`config.mk`:
```
export PLATFORM = sky130hd
export DESIGN_NAME = demux_stream
export DESIGN_NICKNAME = d
export VERILOG_FILES = /design/src/rtl/demux_stream.sv
export SDC_FILE = /design/constraint.sdc
export NUM_CORES = 1
export LEC_CHECK = 0
export CAP_MARGIN = 25
export CORE_AREA = 4 4 94 96
export DETAILED_ROUTE_END_ITERATION = 8
export DIE_AREA = 0 0 98 100
export GPL_TIMING_DRIVEN = 0
export MAX_ROUTING_LAYER = met4
export PLACE_DENSITY = 0.8
export SLEW_MARGIN = 20
export SYNTH_ARGS = -nofsm -noshare
export SYNTH_HDL_FRONTEND = slang
export SYNTH_SLANG_ARGS = --single-unit
```
`constraint.sdc`:
```
create_clock -name clk -period 1.9 [get_ports clk]
set_clock_uncertainty 0.1 [all_clocks]
set_input_delay 0.475 -clock clk [delete_from_list [all_inputs] [get_ports clk]]
set_output_delay 0.475 -clock clk [all_outputs]
set_load 0.02 [all_outputs]
```
`src/rtl/demux_stream.sv`:
```
// Registered word-stream demultiplexer: routes each accepted word to one output channel, or to
// all channels when broadcasting. Every channel has a one-entry valid/ready holding register.
module demux_stream #(
  parameter int WIDTH = 16,
  parameter int NOUT  = 3,
  parameter int SELW  = 2
) (
  input  logic                    clk,
  input  logic                    reset,
  input  logic [WIDTH-1:0]        in_data,
  input  logic                    in_valid,
  output logic                    in_ready,
  input  logic [SELW-1:0]         sel,
  input  logic                    bcast,
  output logic [NOUT*WIDTH-1:0]   out_data,
  output logic [NOUT-1:0]         out_valid,
  input  logic [NOUT-1:0]         out_ready,
  output logic                    err_sel,
  output logic [7:0]              drop_cnt,
  output logic [15:0]             acc_cnt
);

  // One extra bit so that NOUT == 2**SELW is still representable.
  localparam logic [SELW:0] NOUT_W = (SELW+1)'(NOUT);

  logic [NOUT-1:0] free;
  logic [NOUT-1:0] target;
  logic [NOUT-1:0] load;
  logic            sel_oor;
  logic            accept;
  logic            drop;

  always_comb begin
    // NOTE: every signal written here gets a default first, so no path leaves one unassigned and no latch is inferred.
    target   = '0;
    in_ready = 1'b0;
    free     = ~out_valid | out_ready;
    sel_oor  = ({1'b0, sel} >= NOUT_W);

    for (int k = 0; k < NOUT; k++) begin
      target[k] = bcast || (sel == SELW'(k));
    end

    if (bcast) begin
      in_ready = &free;
    end else if (sel_oor) begin
      in_ready = 1'b1;
    end else begin
      in_ready = |(target & free);
    end

    accept = in_valid && in_ready;
    // An out-of-range select matches no channel, so target is already all zeros for a drop.
    load   = accept ? target : '0;
    drop   = accept && !bcast && sel_oor;
  end

  always_ff @(posedge clk) begin
    if (reset) begin
      // NOTE: the holding data registers are reset as well because they drive a visible port; pure storage would not need it.
      out_valid <= '0;
      out_data  <= '0;
      err_sel   <= 1'b0;
      drop_cnt  <= '0;
      acc_cnt   <= '0;
    end else begin
      // NOTE: non-blocking assignments here, so every register samples pre-edge values regardless of statement order.
      for (int k = 0; k < NOUT; k++) begin
        if (load[k]) begin
          out_valid[k]                <= 1'b1;
          out_data[k*WIDTH +: WIDTH]  <= in_data;
        end else if (out_valid[k] && out_ready[k]) begin
          out_valid[k] <= 1'b0;
        end
      end

      if (accept) begin
        acc_cnt <= acc_cnt + 16'd1;
      end

      if (drop) begin
        err_sel <= 1'b1;
        if (drop_cnt != 8'hFF) begin
          drop_cnt <= drop_cnt + 8'd1;
        end
      end
    end
  end

endmodule

```
# Word-level counts from Yosys, hierarchy flattened
# Cells that the tools add are included.
# W data, S select, Z words.
# classes
reduce_logical,17
n_eq_ne,3
n_bitwise,3
magnitude_cmp,1
mux,9
addsub,2
# ops
operator,count
$add A16 B1 Y16 const B,1
$add A8 B1 Y8 const B,1
$mux W1,8
$ne A8 B8 Y1 const B,1
$logic_and A1 B1 Y1,6
$reduce_bool A2 Y1,3
$and A3 B3 Y3,1
$logic_or A1 B1 Y1,3
$mux W3,1
$not A3 Y3,1
$or A3 B3 Y3,1
$reduce_and A3 Y1,1
$reduce_or A3 Y1,1
$eq A2 B1 Y1 const B,1
$eq A2 B2 Y1 const B,1
$ge A2 B2 Y1 const B,1
$logic_not A2 Y1,1
$reduce_and A2 Y1,1
$logic_not A1 Y1,1
# word_totals
word_cells,44
register_bits,76

# Logic depth before layout (Yosys ltp)
# Gate-level depths: netlist (run 1).
# depth
ltp_word,10
ltp_mapped,8
ltp_nobuf,6

# Least setup slack after synthesis (run 1)
# No wires, ideal clock.
# synth_timing
path_kind,input to register
start,input out_ready[2]
end,register out_data[38]
t_arrival_ps,1783
path_buffers,2
slack_ps,-102
t_required_ps,1681
stages,7
setup_time_ps,119
cell_sequence,nand2b_1 nand3b_1 o221a_4 or3_1 buf_6 buf_6 mux2i_1
# synth_between
elab_chain_cells,7
elab_cells_between_ends,8
classes_between,mux: 3; bitwise: 2; reduce/logical: 3
# synth_rtl
item,line,source
from (decl),17,"input logic [NOUT-1:0] out_ready,"
$or A3 B3 Y3 *,37,free = ~out_valid | out_ready;
$and A3 B3 Y3,49,in_ready = |(target & free);
$reduce_or A3 Y1,49,
$mux W1,46,end else if (sel_oor) begin
$mux W1 *,44,if (bcast) begin
$logic_and A1 B1 Y1 *,52,accept = in_valid && in_ready;
$mux W3 *,54,load = accept ? target : '0;
"to (signal, indexed assignment)",71,out_data[k*WIDTH +: WIDTH] <= in_data;
to (decl),15,"output logic [NOUT*WIDTH-1:0] out_data,"
# Mark *: on every way between the ends. The rest lies on a longest branch, timed or not.
# A chain may end at the register's enable or synchronous reset.

# Final worst setup path (run 1)
# layout_timing
start,input sel[0]
end,output in_ready
# layout_between
elab_chain_cells,6
elab_cells_between_ends,11
classes_between,order compare: 1; eq/ne: 2; mux: 2; bitwise: 1; reduce/logical: 5
# layout_rtl
item,line,source
from (decl),13,"input logic [SELW-1:0] sel,"
"$eq A2 B1 Y1, or another cell as far along",41,target[k] = bcast || (sel == SELW'(k));
$logic_or A1 B1 Y1,41,
$and A3 B3 Y3,49,
$reduce_or A3 Y1,49,
$mux W1 *,46,
$mux W1 *,44,
to (decl),12,"output logic in_ready,"
# Marked as above.

==> results of run 1 <==
-- cell usage in the layout, fill, tap and decap left out, types with 2 or more instances in the layout --
master           count
clkbuf_8             9
nor2b_1              2
buf_4                9
buf_6                7
and3_1               4
inv_1                3
clkdlybuf4s50_1     16
nand4_1              9
nand2b_1            48
o21ai_0              3
a21oi_2              3
clkbuf_1            11
nand2b_4             4
and4_1               2
bufinv_16            2
ha_1                 2
xor2_1               4
inv_6                2
or4_1               10
dfxtp_2              4
or3_1                3
o31ai_1             11
nor2_1              25
and2_1               2
nand3b_1             3
dfxtp_1             72
a21oi_1             20
mux2i_1             49
dlymetal6s2s_1      17
or4_4                2
nand3_1              7
dlygate4sd2_1       62
buf_2                3
o21ai_2              2
nand2_1              6
-- cell type report --
class	count	area, um^2	area share (%)
sequential	76	1530	31.8
clock inverter	7	98.8	2.06
buffer	20	129	2.68
clock buffer	9	124	2.58
tap	105	131	2.74
timing repair buffer	108	1030	21.5
inverter	3	11.3	0.234
multi-input combinational	240	1750	36.4
-- power breakdown --
group          total, uW  switching, uW  leakage, uW  internal (uW)
Sequential          1710           42.6     0.000621           1660
Clock               1390            644     0.000110            749
Combinational        615            332      0.00168            284
-- routing by layer --
metal  track usage, %  wire, um  share of wire (%)
met2             32.7      4490                 49
met5                -         0                  0
met4             5.43        99                1.1
met1             22.8      3850                 42
met3             6.74       738                8.0
-- what timing repair did --
action | CTS | global route
pin swaps | 8 | 4
setup endpoints to repair | 132 | 65
setup buffers | 7 | 0
gates resized for setup | 101 | 33
cloned | 1 | 0
-- cell families (layout without fill, tap and decap cells) --
logic type | Yosys count | in the layout | share of synthesized area (%)
fa+ha+maj | 2 | 2 | 0.755
simple gates | 136 | 136 | 24.2
flops | 76 | 76 | 45.9
buf+inv | 25 | 147 | 3.74
compound gates | 48 | 48 | 9.22
mux | 49 | 49 | 14.8
xor+xnor | 5 | 5 | 1.32
-- worst register-to-register path: stages, from the launching register on --
cell      delay (ns)
dfxtp_1         0.35
nand2b_4        0.09
o21ai_2         0.06
buf_4           0.14
or3b_2          0.45
buf_6           0.16
buf_6           0.16
mux2i_1         0.16
nor2_1          0.05
-- per-stage QoR --
step / hold slack, ns / worst slack [ns] / util (%)
after floorplan: 0.422 / -0.0581 / -
after global placement: 0.340 / -0.983 / 55.6
after detailed placement: 0.341 / -1.06 / 55.6
after CTS: 0.356 / -0.0697 / 58.9
after global routing: 0.378 / -0.123 / 59.7
final: 0.348 / -0.0502 / 59.7
-- flip-flops by register name, summed over array words and instances (netlist names) --
signal / count
out_data: 48
drop_cnt: 8
err_sel: 1
out_valid: 3
acc_cnt: 16
-- Yosys cell counts, types with 4 or more instances --
| library cell | instances | share of area [%] |
|---|---|---|
| nand2_1 | 6 | 0.68 |
| or4_1 | 12 | 2.7 |
| mux2i_1 | 49 | 15 |
| o31ai_1 | 12 | 2.7 |
| nand2b_1 | 52 | 9.8 |
| clkbuf_1 | 12 | 1.4 |
| or3_1 | 4 | 0.76 |
| xor2_1 | 4 | 1.1 |
| dfxtp_1 | 76 | 46 |
| and3_1 | 4 | 0.76 |
| o21ai_0 | 4 | 0.60 |
| nand4_1 | 9 | 1.7 |
| nor2_1 | 27 | 3.1 |
| a21oi_1 | 23 | 3.5 |
| nand3_1 | 7 | 1.1 |
| buf_2 | 6 | 0.91 |
-- path summary, 6_finish.rpt --
check	cells after the start	slack (ns)	to	start
worst max-delay path	7	-0.05	in_ready	sel[0]
worst min-delay path	2	0.35	err_sel	err_sel
worst max register to register	8	0.05	out_data[28]	out_valid[1]
worst min register to register	2	0.35	err_sel	err_sel
==> flow_metrics.tcl, run 1 <==
set metrics [dict create \
    drive_gt1_share_pct 13.2 \
    drtIter0Drc 76 \
    start_kind "input port" \
    critPathArrivalTime_ns 1.38 \
    peakVddDrop_mv 0.462 \
    crit_type "input port to output port" \
    root_buffer "clkbuf_8" \
    power_uw 3720 \
    drc 0 \
    clk_pin_slew_ns 0.09 \
    path_cells "buf_4 > nor2b_1 > o21ai_2 > nand2_1 > a21oi_2 > o22ai_1 > buf_4" \
    layout_min_cycle_time_ns 1.95 \
    ant_nets 0 \
    gp_congestion 0.849 \
    endpoint_kind "output port" \
    grt_max_degree 15 \
    yosys_warnings 0 \
    grt_pass1_vias 3102 \
    grt_usage_pct 19.7 \
    netlist_instances 341 \
    critPathBufInv 2 \
    cts_sinks 76 \
    syn-cell-area_um2 3310 \
    cts_tree "done" \
    rows 33 \
    path_common_cell "buf_4" \
    hold_viol 0 \
    overflow 0 \
    io_buffers 100 \
    avgViaCountPerCell 5.22 \
    start_util_pct 41.1 \
    p_leak_uw 0.00242 \
    totalWireLength_um 9180 \
    numCtsBuffers 9 \
    wl_per_cell_um 16.2 \
    vias 2967 \
    ys_ff_latch 76 \
    dieArea_um2 9800 \
    fin_crit_sh_pct 103 \
    crit_family "compound AO/OA/AOI/OAI gates" \
    antenna_found_initial 0 \
    relSlewSlack_pct 65.0 \
    slew_violations 0 \
    cap_viol_max_count 0 \
    syn_avg_cell_area_um2 9.71 \
    h-tree-depth 3 \
    synthArstFlopShare_pct 0 \
    grt_first_pass_wirelength_um 15100 \
    synth_nets 368 \
    yosysSeqAreaShare_pct 45.9 \
    instances_no_fill 568 \
    fp.dieW_um 98 \
    power.density_nw_per_um2 773 \
    rsz0062_at_grt "true" \
    dpl.hpwl_um 6610 \
    crit_path_max_fanout 7 \
    dpl.cell_count 546 \
    status "finished with violations" \
    setup_viol 1 \
    violations "setup timing" \
    required_ns 1.32 \
    hold_path_class "register to register" \
    final_nets 485 \
    ys.flop_type "dfxtp_1" \
    slowest_delay_ns 0.17 \
    antennaDiodeCount 0 \
    first_pass_iters 4 \
    cts_hold_buf 0 \
    cts_buffer_depth 2 \
    n_fill_cell 709 \
    design_area_um2 4800 \
    io_pins 102 \
    cp_slowest_cell "buf_4" \
    core_um2 8050 \
    synth_edf_count 0 \
    die_y_um 100 \
    setup_ws_ns -0.0502 \
    setup_tns_ns -0.0502 \
    fmax_mhz 513 \
    clk_latency_ns 0.35 \
    yosysUniqueCellTypes 39 \
    worstMarginPinSlew_ns 0.525 \
    placed_cell_area_um2 4480 \
    syn_to_final_growth_pct 45.0 \
]
No activity file was read; power rests on OpenSTA's default activity.
==> run 2, diff against run 1 <==
--- a/config.mk
+++ b/config.mk
@@ -12,7 +12,7 @@
 export GPL_TIMING_DRIVEN = 0
 export MAX_ROUTING_LAYER = met4
 export PLACE_DENSITY = 0.8
-export SLEW_MARGIN = 20
+export SLEW_MARGIN = 25
 export SYNTH_ARGS = -nofsm -noshare
 export SYNTH_HDL_FRONTEND = slang
 export SYNTH_SLANG_ARGS = --single-unit
==> results of run 2 <==
The final DEF is identical to that of run 1; final timing and power are the same.
